--- src/rtl/stack_pkg.sv ---
// Shared constants and types for the parameterised LIFO stack.
// Overflow policy codes and the per-cycle operation decode.
package stack_pkg;

    localparam int OVF_REJECT = 0;
    localparam int OVF_WRAP   = 1;

    typedef enum logic [2:0] {
        OP_NONE,
        OP_FLUSH,
        OP_PUSH,
        OP_POP,
        OP_SWAP
    } stack_op_t;

endpackage

--- src/rtl/stack_regfile.sv ---
// Stack storage: DEPTH x WIDTH array, one synchronous write port
// and one asynchronous read port. Contents are never reset.
module stack_regfile
    import stack_pkg::*;
#(
    parameter int WIDTH = 12,
    parameter int DEPTH = 8,
    parameter int AW    = $clog2(DEPTH)
) (
    input  logic             clk,
    input  logic             we,
    input  logic [AW-1:0]    waddr,
    input  logic [WIDTH-1:0] wdata,
    input  logic [AW-1:0]    raddr,
    output logic [WIDTH-1:0] rdata
);

    logic [WIDTH-1:0] mem [DEPTH];

    always_ff @(posedge clk) begin
        if (we) begin
            mem[waddr] <= wdata;
        end
    end

    assign rdata = mem[raddr];

endmodule

--- src/rtl/param_stack.sv ---
// Parameterised LIFO stack with sticky overflow/underflow flags
// and a selectable reject/overwrite-oldest policy when full.
module param_stack
    import stack_pkg::*;
#(
    parameter int WIDTH    = 12,
    parameter int DEPTH    = 8,
    parameter int OVF_MODE = 0
) (
    input  logic                       clk,
    input  logic                       rst,
    input  logic                       push,
    input  logic                       pop,
    input  logic                       flush,
    input  logic [WIDTH-1:0]           wdata,
    output logic [WIDTH-1:0]           rdata,
    output logic [$clog2(DEPTH+1)-1:0] count,
    output logic                       empty,
    output logic                       full,
    output logic                       ovf_err,
    output logic                       unf_err
);

    localparam int AW = $clog2(DEPTH);
    localparam int CW = $clog2(DEPTH + 1);
    localparam logic [AW-1:0] TOP_RST = AW'(DEPTH - 1);
    localparam logic [CW-1:0] CNT_MAX = CW'(DEPTH);

    stack_op_t     op;
    logic [AW-1:0] top, top_nxt, top_inc, waddr;
    logic [CW-1:0] cnt_nxt;
    logic          we, set_ovf, set_unf, clr_err;
    logic [WIDTH-1:0] rf_rdata;

    assign top_inc = top + AW'(1);
    assign empty   = (count == '0);
    assign full    = (count == CNT_MAX);
    assign rdata   = empty ? '0 : rf_rdata;

    always_comb begin
        op = OP_NONE;
        unique case (1'b1)
            flush:                 op = OP_FLUSH;
            !flush && push && pop: op = OP_SWAP;
            !flush && push && !pop: op = OP_PUSH;
            !flush && !push && pop: op = OP_POP;
            default:               op = OP_NONE;
        endcase
    end

    always_comb begin
        we      = 1'b0;
        waddr   = top_inc;
        top_nxt = top;
        cnt_nxt = count;
        set_ovf = 1'b0;
        set_unf = 1'b0;
        clr_err = 1'b0;
        case (op)
            OP_FLUSH: begin
                top_nxt = TOP_RST;
                cnt_nxt = '0;
                clr_err = 1'b1;
            end
            OP_SWAP: begin
                if (empty) begin
                    // Nothing to replace: behaves as a plain push.
                    we      = 1'b1;
                    top_nxt = top_inc;
                    cnt_nxt = count + CW'(1);
                    set_unf = 1'b1;
                end else begin
                    we    = 1'b1;
                    waddr = top;
                end
            end
            OP_PUSH: begin
                if (!full) begin
                    we      = 1'b1;
                    top_nxt = top_inc;
                    cnt_nxt = count + CW'(1);
                end else begin
                    set_ovf = 1'b1;
                    // top+1 wraps onto the oldest entry.
                    if (OVF_MODE == OVF_WRAP) begin
                        we      = 1'b1;
                        top_nxt = top_inc;
                    end
                end
            end
            OP_POP: begin
                if (empty) begin
                    set_unf = 1'b1;
                end else begin
                    top_nxt = top - AW'(1);
                    cnt_nxt = count - CW'(1);
                end
            end
            default: ;
        endcase
        if (rst) begin
            we = 1'b0;
        end
    end

    always_ff @(posedge clk or posedge rst) begin
        if (rst) begin
            top     <= TOP_RST;
            count   <= '0;
            ovf_err <= 1'b0;
            unf_err <= 1'b0;
        end else begin
            top     <= top_nxt;
            count   <= cnt_nxt;
            ovf_err <= !clr_err && (ovf_err || set_ovf);
            unf_err <= !clr_err && (unf_err || set_unf);
        end
    end

    stack_regfile #(
        .WIDTH (WIDTH),
        .DEPTH (DEPTH),
        .AW    (AW)
    ) u_rf (
        .clk   (clk),
        .we    (we),
        .waddr (waddr),
        .wdata (wdata),
        .raddr (top),
        .rdata (rf_rdata)
    );

endmodule

--- config.mk ---
export PLATFORM = sky130hd
export DESIGN_NAME = param_stack
export DESIGN_NICKNAME = d
export VERILOG_FILES = /design/src/rtl/stack_pkg.sv /design/src/rtl/stack_regfile.sv /design/src/rtl/param_stack.sv
export SDC_FILE = /design/constraint.sdc
export NUM_CORES = 1
export LEC_CHECK = 0
export BUFFER_PORTS_ARGS = -buffer_cell sky130_fd_sc_hd__buf_2
export CAP_MARGIN = 10
export CORE_AREA = 2 2 98 100
export DETAILED_ROUTE_END_ITERATION = 10
export DIE_AREA = 0 0 100 102
export PLACE_DENSITY = 0.68
export SYNTH_ARGS = -nofsm -noshare
export SYNTH_HDL_FRONTEND = slang
export SYNTH_SLANG_ARGS = --single-unit
--- constraint.sdc ---
create_clock -name clk -period 3.9 [get_ports clk]
set_input_delay 0.195 -clock clk [delete_from_list [all_inputs] [get_ports clk]]
set_output_delay 0.195 -clock clk [all_outputs]
set_load 0.05 [all_outputs]
==> results of run 1 <==
## layer usage
layer | vias up | track usage [%] | part of all wire, %
met5 | - | 0 | 0
met4 | 0 | 5.37 | 1.4
met3 | 13 | 3.97 | 3.7
met2 | 79 | 30.2 | 51
met1 | 1272 | 23.4 | 44
li1 | 1158 | - | -
## final cells by class
| cell class | count | share of cell area (%) |
|---|---|---|
| well taps | 111 | 2.77 |
| inverters | 8 | 0.698 |
| repair buffers | 48 | 5.43 |
| multi-input cells | 143 | 25.2 |
| clock buffers | 9 | 2.47 |
| flip-flops and latches | 105 | 62.0 |
| clock inverters | 7 | 1.42 |
## stage by stage
step / area, sq um / power (mW) / util [%] / hold WS (ns)
2_1_floorplan: 4490 / 2.37 / - / 0.0208
3_3_place_gp: 4810 / 2.61 / 52.9 / 0.190
3_5_place_dp: 4810 / 2.63 / 52.9 / 0.194
4_1_cts: 5020 / 3.28 / 55.1 / 0.0896
5_1_grt: 5020 / 3.41 / 55.1 / 0.0884
6_report: 5020 / 3.26 / 55.1 / 0.103
## logic make-up (layout without fill, tap and decap cells)
family                     Yosys count  after routing  synth area share (%)
AOI/OAI and AO/OA                   45             45                  6.52
DFF                                105            105                  69.3
muxes                               25             25                  12.3
and+or+nand+nor                     63             63                  6.88
xor gates and xnor gates             5              5                 0.975
buffers and inverters               24             72                  2.51
adders and majority gates            5              5                  1.56
## cells in the final DEF, fill, tap and decap left out, types with 2 or more instances in the layout
cell and n:
edfxtp_1 96, buf_2 36, nand2_1 25, mux4_2 24, a21oi_1 19, nor2_1 12
buf_4 11, clkbuf_8 9, inv_1 6, dfrtp_1 6, and3_1 5, nor3_1 5
nor2b_1 4, xnor2_1 4, a31oi_1 4, ha_1 4, clkinv_4 3, o21ai_0 3
inv_6 3, dfstp_2 3, nand2b_1 2, or3_1 2, o21ai_1 2, o22ai_1 2
a2111oi_0 2, nand4_1 2, a21o_1 2, o21bai_1 2
## final timing paths
kind,endpoint,cells past startpoint,slack (ns)
worst max-delay path,u_rf.mem[5][1],7,1.07
worst min-delay path,u_rf.mem[4][0],1,0.10
worst max register to register,u_rf.mem[5][1],7,1.07
worst min register to register,unf_err,2,0.50
max in group asynchronous,top[2],3,3.24
min in group asynchronous,count[1],3,0.35
## power by group
part	switching, mW	leakage [nW]	internal, mW
registers	0.0891	0.977	1.31
logic	0.777	0.739	0.422
clock network	0.406	0.0995	0.251
total	1.27	1.82	1.98
## flip-flops by register name, indices dropped and copies added, names as in the netlist
signal    cells
count         4
ovf_err       1
top           3
u_rf.mem     96
unf_err       1
==> results.tsv, run 1 <==
metric	value	unit
io_buffers	36	
startpoint_type	flip-flop	
vias	2522	
worst_r2r_startpoint	top[1]	
synth_nets	294	
path_delay_family	flip-flops	
ys_types	48	
netlist_top_cells_area	edfxtp_1, mux4_2, dfrtp_1, a21oi_1, nand2_1	
numCtsBuffers	9	
overflow	0	
clockRootBuffer	clkbuf_8	
firstDrtPassIters	4	
synth_area_leader_cell	edfxtp_1	
cts-resized-gates	0	
worstHoldStart	wdata[0]	
synth_top_flop_cell	edfxtp_1	
ant_nets	0	
row_count	35	
path_cells	buf_4 -> ha_1 -> inv_1 -> a2111oi_0 -> a31oi_1 -> nor2_1 -> buf_4	
nets	337	
postCtsSetupBuffers	0	
maxCapViolations	0	
hp-class	in -> reg	
seqCellArea	3110	sq um
routed_wl	8520	microns
synth_top_area_share	64.2	%
worstPathMaxFanout	18	
setup_viol	0	
status	finished, final reports clean	
clockBufferDepth	2	
grt_pass1_wl	13400	microns
p_per_area	649	nW/um^2
htree_levels	3	
place_inst	414	
preCtsSetupSlack	1.10	ns
dieArea	10200	sq um
drc	0	
p_leak	1.82	nW
drt_iter0_markers	94	
arrival	2.91	ns
start_util	49.3	%
insertion_delay	0.37	ns
fmax	354	MHz
avgViaCountPerCell	5.85	
drv_slew	0	
period_share	72.5	%
fillers	758	
rsz0062_at_grt	false	
crit_type	reg -> reg	
path_clk_slew	0.11	ns
slowest_delay	0.70	ns
wire_per_inst	19.8	microns
track_usage	17.8	%
final_hold_viol_count	0	
cts_sinks	105	
cp-end-kind	flip-flop	
maxSlewHeadroom	67.1	%
crit_top_cell	buf_4	
die_h	102	microns
skew	0.00860	ns
ys_seq_area_share	69.3	%
diodes	0	
worstSetupStartpoint	top[1]	
crit_buf_inv	3	
fin_ws	1.07	ns
tritoncts	done	
die_w	100	microns
grt_pass1_vias	2475	
multiInputGateArea	1270	sq um
worst_pin_slew	0.489	ns
ioPinCount	37	
grt_max_degree	21	
critPathSlowestCell	dfstp_2	
ctsHoldBuffers	1	
drive_above_1_share	29.7	%
fp.coreArea	9110	sq um
finalSetupTns	0	ns
avgSynthCellArea	16.5	sq um
min_period	2.83	ns
synth-edff-count	96	
syn2layout_area_growth	11.8	%
ys_ff_latch	105	
synthArstFlopShare	8.57	%
synth_warnings	0	
antenna_found_initial	0	
syn_area	4490	sq um
place_congestion	0.835	
required	3.98	ns
irDropWorstVdd	0.335	mV
hpwlAfterDp	5570	microns
synth_most_common_cell	edfxtp_1	
yosys-top-cells-count	edfxtp_1, nand2_1, mux4_2	
final_cells	431	
syn_inst	272	
(Power assumes the default switching activity.)
==> inputs of run 2 (changes only) <==
PLACE_DENSITY = 0.7   (was 0.68)
clock period = 2.6 ns   (was 3.9 ns; I/O delays follow)
==> run 2 against run 1 <==
  * Clock power grew 42%
  * Hold slack got worse by 0.053 ns
  * Clock skew up 0.0039 ns
  * Clock-buffer cell count is the same
  * Largest cell class unchanged
==> results.tsv, run 2 (synthesis gave the netlist of run 1 again) <==
metric	value	unit	change
status	finished, final reports clean		
fmax	398	MHz	+13%
grt_pass1_vias	2630		+6.3%
required	2.59	ns	-1.39 ns
ff2ff_path_depth	5		-2
nets	350		+3.9%
min_period	2.51	ns	-0.317 ns
insertion_delay	0.36	ns	about the same
rr_endpoint	u_rf.mem[3][5]		
reg_top3	u_rf.mem: 96 flops, count: 4 flops, top: 3 flops		
power	5.00	mW	+54%
arrival	2.50	ns	-0.41 ns
die_w	100	microns	unchanged
crit_type	reg -> reg		
cts_sinks	105		unchanged
grt_pass1_wl	14400	microns	+7.6%
drt_iter0_markers	222		+140%
drc	0		unchanged
track_usage	19.2	%	+1.4 points
overflow	0		unchanged
maxCapViolations	0		unchanged
drive_above_1_share	34.8	%	+5.1 points
hpwlAfterDp	6130	microns	+10%
place_inst	426		+2.9%
vias	2588		+2.6%
diodes	0		unchanged
fp.coreArea	9110	sq um	unchanged
firstDrtPassIters	4		unchanged
fin_ws	0.0890	ns	-0.983 ns
r2r_setup_slack	0.09	ns	-0.98 ns
rsz0062_at_grt	true		
start_util	49.3	%	unchanged
preCtsSetupSlack	0.0630	ns	-1.04 ns
p_leak	1.87	nW	+3.0%
cp-end-kind	flip-flop		
hp-class	in -> reg		
p_per_area	972	nW/um^2	+50%
dieArea	10200	sq um	unchanged
fin_util	56.5	%	+1.4 points
wire_per_inst	20.5	microns	+4.0%
path_clk_slew	0.11	ns	about the same
worst_pin_slew	0.787	ns	+0.298 ns
maxSlewHeadroom	47.6	%	-20 points
startpoint_type	flip-flop		
final_cell_area	5150	sq um	+2.5%
avgViaCountPerCell	5.83		-0.39%
critPathSlowestCell	a21oi_2		
place_area	4930	sq um	+2.4%
timing.hold.ws	0.0497	ns	-0.0530 ns
layout_common_cells	edfxtp_1, buf_2, nand2_1, mux4_2, buf_4		
routed_wl	9120	microns	+7.1%
worst_r2r_startpoint	count[0]		
gr-usage-met3	3.08	%	-0.89 points
worstSetupStartpoint	count[0]		
row_count	35		unchanged
clockRootBuffer	clkbuf_8		
clockBufferDepth	2		unchanged
drv_slew	0		unchanged
regMostFlops	u_rf.mem		
worstPathMaxFanout	12		-6
hold-path-endpoint	u_rf.mem[1][1]		
numCtsBuffers	9		unchanged
slowest_delay	0.64	ns	-0.06 ns
tritoncts	done		
irDropWorstVdd	0.486	mV	+45%
grt_max_degree	20		-4.8%
syn2layout_area_growth	14.6	%	
met1_usage	27.7	%	+4.3 points
setup_viol	0		unchanged
io_buffers	36		unchanged
grtUsageMet2	30.1	%	-0.10 points
busiest_layer	met2		
worstHoldStart	wdata[1]		
path_cells	buf_4 -> o31ai_1 -> and3_1 -> o21ai_1 -> a21oi_2		
largest_reg_flops	96		unchanged
whs_path_depth	1		unchanged
place_congestion	0.914		+9.4%
antenna_found_initial	0		unchanged
ant_nets	0		unchanged
finalSetupTns	0	ns	unchanged
final_cells	444		+3.0%
die_h	102	microns	unchanged
htree_levels	3		unchanged
final_hold_viol_count	0		unchanged
skew	0.0125	ns	+0.00392 ns
ioPinCount	37		unchanged
period_share	96.6	%	+24 points
final_common_cell	edfxtp_1		
==> run 2: cell types whose count changed in the layout (fill, tap and decap cells not counted), moves of 2 or more <==
cell     change
nor2b_1      -2
dfrtp_2      +3
dfrtp_1      -3
a21oi_1      -4
a21oi_2      +4
nor2b_4      +2
buf_4       +12
==> run 2: worst max-delay path by stage <==
stage,to,slack (ns),cells after the start
CTS,u_rf.mem[1][3],0.05,5
global route,u_rf.mem[5][11],-0.12,7
floorplan,u_rf.mem[5][0],-0.02,6
finish,u_rf.mem[3][5],0.09,5
global placement,u_rf.mem[1][10],0.13,4
detailed placement,u_rf.mem[1][10],0.06,5
==> run 2: routing by layer <==
layer	routed length, microns	part of all wire [%]	vias up
met4	136	1.5	0
li1	-	-	1180
met5	0	0	-
met1	4120	45	1309
met2	4380	48	87
met3	483	5.3	12
==> run 2: report_power, final <==
group,switching [mW],internal (mW)
registers,0.0378,1.97
logic,1.32,0.749
clock network,0.569,0.365
==> run 2: critical path: cells and delay by family (launching register included) <==
| kind | cells | cell delay [ns] |
|---|---|---|
| compound gates | 3 | 1.31 |
| buf+inv | 1 | 0.16 |
| flops | 1 | 0.42 |
| simple gates | 1 | 0.24 |
==> run 2: final cells by class <==
type,count,area [sq um]
flip-flops and latches,105,3120
multi-input cells,143,1300
inverters,8,35.0
clock buffers,9,124
clock inverters,7,63.8
fillers,730,3960
well taps,111,139
repair buffers,61,373
==> run 2: timing repair <==
action | in CTS | in global routing
endpoints found under the hold margin | 7 | 0
gates resized for setup | 0 | 2
hold buffers | 2 | 0
setup buffers | 0 | 0
setup endpoints to repair | 0 | 45
==> inputs of run 3 (changes only) <==
PLACE_DENSITY = 0.68   (was 0.7)
clock period = 3.15 ns   (was 2.6 ns; I/O delays follow)
==> run 3 against run 2 <==
  * Flip-flop and latch count did not move
  * Final cell count fell by 2.0%
  * Clock skew fell by 0.0050 ns
  * Wire length shrank 3.1%
  * Maximum frequency grew 2.5%
  * Cell area is 2.3% lower
  * Highest routed layer unchanged
==> results.tsv, run 3 (synthesis gave the netlist of run 1 again) <==
metric	value	unit	change
nets	342		-2.3%
grt_max_degree	21		+5.0%
worstPathMaxFanout	12		unchanged
worst_pin_slew	0.484	ns	-0.303 ns
slowest_delay	0.71	ns	+0.07 ns
p_per_area	791	nW/um^2	-19%
rr_endpoint	u_rf.mem[0][8]		
startpoint_type	flip-flop		
crit_type	reg -> reg		
avgViaCountPerCell	5.85		+0.33%
final_hold_viol_count	0		unchanged
hp-class	in -> reg		
place_area	4850	sq um	-1.5%
hold-path-endpoint	u_rf.mem[0][1]		
insertion_delay	0.36	ns	about the same
io_buffers	36		unchanged
vias	2544		-1.7%
setup_viol	0		unchanged
cp-end-kind	flip-flop		
clockRootBuffer	clkbuf_8		
power	3.98	mW	-21%
diodes	0		unchanged
maxCapViolations	0		unchanged
tritoncts	done		
grt_pass1_vias	2538		-3.5%
period_share	77.8	%	-19 points
ant_nets	0		unchanged
hpwlAfterDp	5740	microns	-6.3%
maxSlewHeadroom	67.5	%	+20 points
wire_per_inst	20.3	microns	-1.1%
layout_common_cells	edfxtp_1, buf_2, nand2_1, mux4_2, a21oi_1		
start_util	49.3	%	unchanged
fp.coreArea	9110	sq um	unchanged
path_clk_slew	0.10	ns	about the same
ioPinCount	37		unchanged
drc	0		unchanged
drt_iter0_markers	165		-26%
drive_above_1_share	30.6	%	-4.3 points
place_congestion	0.802		-12%
final_cell_area	5030	sq um	-2.3%
p_leak	1.83	nW	-2.2%
firstDrtPassIters	4		unchanged
grt_pass1_wl	14400	microns	about the same
critPathSlowestCell	dfstp_2		
reg_top3	u_rf.mem: 96 flops, count: 4 flops, top: 3 flops		
worstHoldStart	wdata[1]		
cts_sinks	105		unchanged
finalSetupTns	0	ns	unchanged
arrival	2.52	ns	+0.02 ns
track_usage	19.1	%	-0.079 points
htree_levels	3		unchanged
worst_r2r_startpoint	top[1]		
row_count	35		unchanged
die_w	100	microns	unchanged
whs_path_depth	1		unchanged
skew	0.00750	ns	-0.00502 ns
largest_reg_flops	96		unchanged
dieArea	10200	sq um	unchanged
drv_slew	0		unchanged
cts-resized-gates	0		unchanged
final_common_cell	edfxtp_1		
syn2layout_area_growth	12.0	%	
numCtsBuffers	9		unchanged
overflow	0		unchanged
clockBufferDepth	2		unchanged
status	finished, final reports clean		
routed_wl	8840	microns	-3.1%
path_cells	inv_1 -> ha_1 -> a2111oi_0 -> a31o_1 -> nor2b_1 -> buf_4		
min_period	2.45	ns	-0.0605 ns
antenna_found_initial	0		unchanged
die_h	102	microns	unchanged
irDropWorstVdd	0.364	mV	-25%
regMostFlops	u_rf.mem		
ff2ff_path_depth	6		+1
rsz0062_at_grt	false		
required	3.22	ns	+0.63 ns
fmax	408	MHz	+2.5%
r2r_setup_slack	0.70	ns	+0.61 ns
run 3: cell count changes in the layout (fill, tap and decap cells not counted), moves of 2 or more:
cell      previous run  this run
nor2b_4              2         0
buf_4               23        16
nor2b_1              2         4
a21oi_1             15        19
clkinv_2             1         3
dfrtp_2              3         0
clkinv_4             3         1
dfrtp_1              3         6
a21oi_2              5         1
run 3: power by group:
group          switching [mW]  internal [mW]  leakage, nW
clock                   0.455          0.288       0.0872
combinational           0.983          0.533        0.765
sequential             0.0942           1.62        0.977
run 3: layout make-up:
class,instances,area [sq um]
Clock buffer,9,124
Clock inverter,6,42.5
Fill cell,744,4080
Inverter,8,35.0
Multi-Input combinational cell,143,1270
Sequential cell,105,3110
Tap cell,111,139
Timing Repair Buffer,53,310
run 3: worst max-delay path by stage:
stage,slack (ns),depth (start not counted),end,start
2_1_floorplan,0.31,7,u_rf.mem[6][0],count[0]
3_3_place_gp,0.77,6,u_rf.mem[1][8],top[1]
3_5_place_dp,0.72,7,u_rf.mem[0][11],top[0]
4_1_cts,0.70,7,u_rf.mem[0][8],top[0]
5_1_grt,0.46,7,u_rf.mem[5][11],top[0]
6_report,0.70,6,u_rf.mem[0][8],top[1]
run 3: per-layer routing:
metal	wire length [microns]	share of wire, %	GRT usage [%]	vias up
met5	0	0	0	-
met1	3980	45	27.1	1293
met4	95	1.1	5.37	0
li1	-	-	-	1167
met2	4340	49	30.0	75
met3	424	4.8	4.79	9
run 3: critical path, delay by kind of cell (launching register included):
family	cells	cell delay (ns)
compound gates	2	0.55
buf+inv	2	0.33
flops	1	0.71
fa+ha+maj	1	0.39
simple gates	1	0.18
run 3: what timing repair did:
action | 4_1_cts | 5_1_grt
setup buffers | 0 | 0
hold endpoints to repair | 6 | 0
hold buffers | 1 | 0
run 3: per-stage QoR:
step	hold slack (ns)	setup WS, ns	util (%)	instances
floorplan	-0.0167	0.313	-	272
global placement	0.158	0.771	53.3	419
detailed placement	0.155	0.722	53.3	419
CTS	0.0518	0.698	55.2	435
global route	0.0563	0.462	55.2	435
finish	0.0740	0.700	55.2	435
